**src/rtl/beta_pipe_ctrl_unit.sv**
```systemverilog
// Hazard and sequencing controller for the IF/DEC/EXE/MEM in-order pipeline.
// Generates stall, bubble, flush and PC-select for load-use, CSR/SYSTEM serialisation and redirects.
`timescale 1ns/1ps
module beta_pipe_ctrl_unit #(
   parameter int LOAD_USE_CYCLES = 1,
   parameter int FLUSH_CYCLES    = 2,
   parameter int CNT_W           = 2
) (
   input  logic       clk_i,
   input  logic       rst_ni,
   input  logic       dec_valid_i,
   input  logic [4:0] dec_rs1_i,
   input  logic [4:0] dec_rs2_i,
   input  logic [1:0] dec_src_reg_used_i,
   input  logic [1:0] dec_sys_priv_en_i,
   input  logic       dec_csr_en_i,
   input  logic       exe_valid_i,
   input  logic [4:0] exe_rd_i,
   input  logic       exe_reg_wr_en_i,
   input  logic       exe_mem_op_en_i,
   input  logic       exe_mem_op_i,
   input  logic       mem_valid_i,
   input  logic       exe_redirect_i,
   input  logic [1:0] exe_redirect_kind_i,
   output logic       if_stall_o,
   output logic       dec_stall_o,
   output logic       exe_bubble_o,
   output logic       if_flush_o,
   output logic       dec_flush_o,
   output logic [1:0] pc_sel_o,
   output logic       busy_o
);

   localparam int MAX_CYCLES = (LOAD_USE_CYCLES > FLUSH_CYCLES) ? LOAD_USE_CYCLES : FLUSH_CYCLES;

   if (CNT_W < $clog2(MAX_CYCLES + 1)) begin : g_cnt_w_check
      $error("CNT_W too narrow for LOAD_USE_CYCLES/FLUSH_CYCLES");
   end

   localparam logic [CNT_W-1:0] FLUSH_INIT = CNT_W'(FLUSH_CYCLES - 1);
   localparam logic [CNT_W-1:0] LDST_INIT  = CNT_W'(LOAD_USE_CYCLES - 2);

   typedef enum logic [1:0] {
      RUN     = 2'd0,
      LDSTALL = 2'd1,
      DRAIN   = 2'd2,
      FLUSH   = 2'd3
   } state_t;

   state_t           state;
   state_t           state_nxt;
   logic [CNT_W-1:0] cnt;
   logic [CNT_W-1:0] cnt_nxt;
   logic [CNT_W-1:0] cnt_dec;

   logic rs1_used;
   logic rs2_used;
   logic lu_haz;
   logic sys_haz;
   logic redir;

   logic       stall;
   logic       iflush;
   logic       dflush;
   logic [1:0] pcsel;

   // src encoding: 00 rs1 only, 01 rs1+rs2, 10/11 no sources
   assign rs1_used = (dec_src_reg_used_i == 2'b00) || (dec_src_reg_used_i == 2'b01);
   assign rs2_used = (dec_src_reg_used_i == 2'b01);

   assign lu_haz = dec_valid_i && exe_valid_i && exe_mem_op_en_i && !exe_mem_op_i &&
                   exe_reg_wr_en_i && (exe_rd_i != 5'd0) &&
                   ((rs1_used && (dec_rs1_i == exe_rd_i)) ||
                    (rs2_used && (dec_rs2_i == exe_rd_i)));

   assign sys_haz = dec_valid_i && ((dec_sys_priv_en_i != 2'b00) || dec_csr_en_i) &&
                    (exe_valid_i || mem_valid_i);

   assign redir = exe_redirect_i && (exe_redirect_kind_i != 2'b00);

   assign cnt_dec = (cnt == '0) ? cnt : cnt - CNT_W'(1);

   always_comb begin
      state_nxt = state;
      cnt_nxt   = cnt;
      stall     = 1'b0;
      iflush    = 1'b0;
      dflush    = 1'b0;
      pcsel     = 2'b00;
      if (redir) begin
         pcsel     = exe_redirect_kind_i;
         iflush    = 1'b1;
         dflush    = 1'b1;
         state_nxt = FLUSH;
         cnt_nxt   = FLUSH_INIT;
      end else begin
         case (state)
            RUN: begin
               if (sys_haz) begin
                  stall     = 1'b1;
                  state_nxt = DRAIN;
               end else if (lu_haz) begin
                  stall = 1'b1;
                  if (LOAD_USE_CYCLES > 1) begin
                     state_nxt = LDSTALL;
                     cnt_nxt   = LDST_INIT;
                  end
               end
            end
            LDSTALL: begin
               stall = 1'b1;
               if (sys_haz) begin
                  state_nxt = DRAIN;
               end else if (cnt == '0) begin
                  state_nxt = RUN;
               end else begin
                  cnt_nxt = cnt_dec;
               end
            end
            DRAIN: begin
               // release in the cycle EXE and MEM are both empty
               if (exe_valid_i || mem_valid_i) begin
                  stall = 1'b1;
               end else begin
                  state_nxt = RUN;
               end
            end
            FLUSH: begin
               iflush = 1'b1;
               if (cnt == '0) begin
                  state_nxt = RUN;
               end else begin
                  cnt_nxt = cnt_dec;
               end
            end
            default: begin
               state_nxt = RUN;
               cnt_nxt   = '0;
            end
         endcase
      end
   end

   always_ff @(posedge clk_i) begin
      if (!rst_ni) begin
         state <= RUN;
         cnt   <= '0;
      end else begin
         state <= state_nxt;
         cnt   <= cnt_nxt;
      end
   end

   assign if_stall_o   = rst_ni && stall;
   assign dec_stall_o  = rst_ni && stall;
   assign exe_bubble_o = rst_ni && stall;
   assign if_flush_o   = rst_ni && iflush;
   assign dec_flush_o  = rst_ni && dflush;
   assign pc_sel_o     = rst_ni ? pcsel : 2'b00;
   assign busy_o       = rst_ni && (state != RUN);

endmodule
```
**config.mk**
```make
export PLATFORM = sky130hd
export DESIGN_NAME = beta_pipe_ctrl_unit
export DESIGN_NICKNAME = d
export VERILOG_FILES = /design/src/rtl/beta_pipe_ctrl_unit.sv
export SDC_FILE = /design/constraint.sdc
export NUM_CORES = 1
export LEC_CHECK = 0
export BUFFER_PORTS_ARGS = -buffer_cell sky130_fd_sc_hd__buf_2
export CAP_MARGIN = 20
export CORE_MARGIN = 10
export CORE_UTILIZATION = 37
export CTS_CLUSTER_DIAMETER = 200
export DETAILED_ROUTE_END_ITERATION = 7
export HOLD_SLACK_MARGIN = 0.15
export PLACE_DENSITY = 0.85
export SLEW_MARGIN = 0
export SYNTH_ARGS = -nofsm -noshare
export SYNTH_HDL_FRONTEND = slang
export SYNTH_SLANG_ARGS = --single-unit
```
**constraint.sdc**
```tcl
create_clock -name clk_i -period 1.65 [get_ports clk_i]
set_input_delay 0.0825 -clock clk_i [delete_from_list [all_inputs] [get_ports clk_i]]
set_output_delay 0.0825 -clock clk_i [all_outputs]
set_load 0.01 [all_outputs]
```
==> flow_summary.toml, run 1 <==
[logic_synthesis]
syn_area_per_cell_um2 = 8.31
synth_top_family_by_area = "compound AO/OA/AOI/OAI gates"
syn-cell-area_um2 = 482
synthesis.nets = 91
yosysTopAreaCell = "dfxtp_1"
synth_edf_count = 0
synth-seq-cells = 4
yosysWarnings = 0
synth_adder_area_share = 0.0519
synth_cells = 58
synth-simple-area-share = 0.249
synth-compound-area-share = 0.288
synthDistinctLibCells = 33
synth_top_cell_area_share = 0.166
synthTopCellsByArea = "dfxtp_1 17%, xor2_1 13%, xnor2_1 5.5%"
synthMuxAreaShare = 0
ys_seq_area_frac = 0.166
synth-xor-area-share = 0.182
async_reset_ff_frac = 0
ys.flop_type = "dfxtp_1"

[worst_setup_path]
cpPeakStageDelay_ns = 0.44
crit_arrival_ns = 1.47
r2r.worst_path.cells = 6
path_class = "register to output port"
timing.rr.start = "cnt[1]"
path_cells = "a311oi_2, a221o_1, a31oi_1, buf_2"
cpMaxStageDelayCell = "dfxtp_1"
worstPathRequired_ns = 1.57
reg2reg_slack_ns = 0.31
crit_fanout = 7
start_kind = "register"
end_kind = "output port"
reg2reg_to = "cnt[1]"

[place]
place_ws_ns = 0.275
place_congestion = 0.749
portBuffers = 38
dp_hpwl_mm = 1.43

[die]
start_util = 0.411
core-area_um2 = 1170
die_area_um2 = 3140
num_rows = 12
fp.dieH_um = 56.1
die_x_um = 56.1
ios = 39

[routing]
drc = 0
viasPerCell = 5.22
ant_nets = 0
wl_per_cell_um = 14.9
wl_mm = 1.66
first_iter_violations = 9
firstDrtPassIters = 4
vias = 579

[pwr]
power_mw = 0.390
sequentialPowerShare = 0.288
ir_drop_uv = 488
p_leak_nw = 0.343
p_int_mw = 0.262
p_clk_frac = 0.335
combinationalPowerShare = 0.378
switching_share = 0.328
power_switching_mw = 0.128
power_density_nw_per_um2 = 555

[timing]
setup_viol = 0
holdWs_ns = 0.198
maxSlewViolCount = 0
fin_crit_sh = 0.942
hold_viol_final = 0
relSlewSlack = 0.788
worst_pin_slew_ns = 0.315
finalSetupTns_ns = 0
fmax_mhz = 643
period_minus_slack_ns = 1.55
finClkSkew_ns = 0.0122
timing.final.ws_setup_ns = 0.0951
rsz0062_at_grt = "false"

[finish]
drive_above_1_share = 0.464
antenna_cells = 0
layout.nets = 132
area_delta_synth_final_pct = 46.0

[grt]
use_met1 = 0.0821
antenna_found_initial = 0
grt-ovfl-total = 0
busiest_layer = "met2"
grt_max_degree = 8
grt_pass1_vias = 581
grt_pass1_wl_mm = 2.62
track_usage = 0.100
grt_use_met3 = 0.0501
gr-usage-met2 = 0.194

[job]
drv_cap = 0

[cts]
tritoncts = "done"
postCtsSetupBuffers = 0
cts_sinks = 4
clk_latency_ns = 0.25
cts_root_buf = "clkbuf_4"
postCtsHoldBufs = 1
cts.clk_slew.worst_paths_ns = 0.05
h-tree-depth = 1
ctsResizeCount = 0
cts_buffers = 3
clock_path_buffers = 2

[worst_hold_path]
hold_path_depth = 3
hold_start = "rst_ni"
holdPathEnd = "cnt[1]"
hold_path_class = "input port to register"

[run_status]
outcome = "finished, final reports clean"
## cell usage after synthesis, types with 2 or more instances
cell,instances
inv_1,3
o21ai_1,2
nor3_1,3
and3_1,2
o21a_1,3
xnor2_1,3
ha_1,2
nand2b_1,2
xor2_1,7
nand2_1,2
nand3_1,3
buf_4,2
dfxtp_1,4
## power by group through the flow
| stage | registers [mW] | logic (mW) | clock network (mW) |
|---|---|---|---|
| floorplan | 0.112 | 0.0821 | 0 |
| global route | 0.113 | 0.163 | 0.138 |
| CTS | 0.112 | 0.148 | 0.132 |
| detailed placement | 0.114 | 0.146 | 0 |
| finish | 0.112 | 0.147 | 0.130 |
| global placement | 0.114 | 0.140 | 0 |
## routing by layer
metal | share of wire | vias up
met3 | 0.078 | 5
met4 | 0.014 | 0
met2 | 0.56 | 20
li1 | - | 294
met1 | 0.35 | 260
met5 | 0 | -
## cells in the final DEF (no fill, tap or decap), drive strengths merged, types with 2 or more instances in the layout
master,count
nand3,3
xnor2,3
and3,2
buf,38
clkbuf,3
inv,3
o21a,3
o21ai,2
nand2,2
nand2b,2
nor3,3
dfxtp,4
ha,2
xor2,7
## sequential cells by signal (all words and copies together), names as in the netlist
| register | cells |
|---|---|
| state | 2 |
| cnt | 2 |
## worst max-delay path, delay by kind of cell (launching register included)
family          cells  cell delay, ns
buf+inv             1            0.18
flops               1            0.44
compound gates      3            0.61
## cells by family (layout without fill, tap and decap cells)
group	after synthesis	count (layout)
flops	4	4
compound gates	16	16
fa+ha+maj	2	2
buf+inv	6	45
xor+xnor	10	10
simple gates	20	20
## through the flow
step,instance area (µm²),cells,utilization
final,703,111,0.600
after CTS,703,111,0.600
after floorplan,482,58,-
after global routing,703,111,0.600
after detailed placement,671,107,0.573
after global placement,671,107,0.573
## how the worst max path moves through the flow
stage	from	endpoint	slack [ns]	cells after the start
after floorplan	state[1]	exe_bubble_o	0.29	4
after global placement	dec_sys_priv_en_i[1]	exe_bubble_o	0.31	6
after detailed placement	exe_rd_i[1]	dec_stall_o	0.28	6
after CTS	state[1]	dec_stall_o	0.09	4
after global routing	state[1]	dec_stall_o	0.0007	4
final	state[1]	dec_stall_o	0.1	4
## layout make-up
class	instances	area [µm²]
fill	105	468
tap	14	17.5
clock buffer	3	22.5
multi-input combinational	48	372
timing repair buffer	39	200
inverter	3	11.3
sequential	4	80.1
(Power assumes the default switching activity.)
==> run 2: changes to the inputs <==
--- a/config.mk
+++ b/config.mk
@@ -7,12 +7,14 @@
 export LEC_CHECK = 0
 export BUFFER_PORTS_ARGS = -buffer_cell sky130_fd_sc_hd__buf_2
 export CAP_MARGIN = 20
+export CELL_PAD_IN_SITES_DETAIL_PLACEMENT = 1
+export CELL_PAD_IN_SITES_GLOBAL_PLACEMENT = 2
 export CORE_MARGIN = 10
-export CORE_UTILIZATION = 37
+export CORE_UTILIZATION = 18
 export CTS_CLUSTER_DIAMETER = 200
 export DETAILED_ROUTE_END_ITERATION = 7
 export HOLD_SLACK_MARGIN = 0.15
-export PLACE_DENSITY = 0.85
+export PLACE_DENSITY = 0.83
 export SLEW_MARGIN = 0
 export SYNTH_ARGS = -nofsm -noshare
 export SYNTH_HDL_FRONTEND = slang
==> flow_summary.toml, run 2 (synthesized netlist as in run 1, its figures left out) <==
[pwr]
switching_share = 0.314
sequentialPowerShare = 0.292
combinationalPowerShare = 0.394
power_density_nw_per_um2 = 516
p_int_mw = 0.265
p_clk_frac = 0.314
p_leak_nw = 0.352
power_mw = 0.387
ir_drop_uv = 225
power_switching_mw = 0.122

[worst_setup_path]
start_kind = "register"
crit_path_start = "state[1]"
end_kind = "output port"
crit_arrival_ns = 1.46
crit_fanout = 7
worstPathRequired_ns = 1.57
path_class = "register to output port"
timing.rr.start = "cnt[1]"

[finish]
final_cell_mix = "38 x buf_2, 7 x xor2_1, 4 x dfxtp_1"
finalInstanceArea_um2 = 749
reg_top3 = "cnt: 2 flops, state: 2 flops"
drive_above_1_share = 0.465
antenna_cells = 0
final_common_cell = "buf_2"
area_delta_synth_final_pct = 55.6
layout.nets = 134
fin_util = 0.297

[die]
num_rows = 18
start_util = 0.191
core-area_um2 = 2520
die_area_um2 = 5150
ios = 39
fp.dieH_um = 71.7
die_x_um = 71.7

[routing]
wl_mm = 1.82
firstDrtPassIters = 2
ant_nets = 0
wl_per_cell_um = 14.1
drc = 0
vias = 587
first_iter_violations = 10
viasPerCell = 4.55

[cts]
h-tree-depth = 1
cts_sinks = 4
cts_buffers = 3
postCtsSetupBuffers = 0
clk_latency_ns = 0.24
cts.clk_slew.worst_paths_ns = 0.04
tritoncts = "done"
clock_path_buffers = 2
cts_root_buf = "clkbuf_4"

[timing]
hold_viol_final = 0
period_minus_slack_ns = 1.54
fin_crit_sh = 0.936
worst_pin_slew_ns = 0.325
finClkSkew_ns = 0.00312
maxSlewViolCount = 0
fmax_mhz = 648
rsz0062_at_grt = "false"
finalSetupTns_ns = 0
relSlewSlack = 0.781
setup_viol = 0

[grt]
grt_pass1_vias = 654
grt_max_degree = 10
grt-ovfl-total = 0
track_usage = 0.0693
antenna_found_initial = 0
grt_pass1_wl_mm = 2.90

[place]
dp_hpwl_mm = 1.64
dpl_cell_area_um2 = 691
portBuffers = 38
place_congestion = 0.696

[worst_hold_path]
hold_start = "rst_ni"
hold_path_class = "input port to register"

[job]
drv_cap = 0

[run_status]
outcome = "finished, final reports clean"
[run 2: changes by cell type in the layout (fill, tap and decap cells not counted), sizes merged]
| cell | delta |
|---|---|
| dlygate4sd3 | +2 |
[run 2: worst max-delay path: stages, from the launching register on]
cell	delay, ns
dfxtp_1	0.45
a311oi_2	0.08
a221o_1	0.34
a31oi_2	0.18
buf_2	0.17
[run 2: area by class of cell]
class                      instances  area (µm²)
multi-input combinational         48         378
tap                               30        37.5
clock buffer                       3        22.5
inverter                           3        11.3
sequential                         4        80.1
timing repair buffer              41         220
fill                             324        1770
[run 2: what timing repair did]
item / 4_1_cts / 5_1_grt
endpoints found under the setup margin: 0 / 3
hold endpoints to repair: 1 / 0
hold buffers: 3 / 0
resized for setup: 0 / 1
[run 2: worst paths after layout]
path | cells past startpoint | slack, ns | endpoint
max reg2reg | 6 | 0.32 | cnt[1]
min reg2reg | 2 | 0.55 | cnt[1]
max | 4 | 0.11 | if_stall_o
min | 3 | 0.19 | cnt[1]
[run 2: power groups by stage]
| stage | logic, mW | registers (mW) | clock network, mW |
|---|---|---|---|
| finish | 0.152 | 0.113 | 0.122 |
| floorplan | 0.0821 | 0.112 | 0 |
| global route | 0.172 | 0.114 | 0.131 |
| detailed placement | 0.148 | 0.115 | 0 |
| global placement | 0.143 | 0.114 | 0 |
| CTS | 0.154 | 0.113 | 0.129 |
[run 2: metal layers]
layer / part of all wire / track usage
met1: 0.33 / 0.0577
met2: 0.55 / 0.129
met3: 0.10 / 0.0344
met4: 0.018 / 0.0387
met5: 0 / 0
[run 2: per-stage QoR]
stage	std cells	hold slack, ns	setup slack [ns]
3_5_place_dp	123	0.404	0.254
3_3_place_gp	123	0.390	0.267
5_1_grt	129	0.223	0.0251
6_report	129	0.190	0.106
4_1_cts	129	0.188	0.0521
2_1_floorplan	58	0.320	0.290
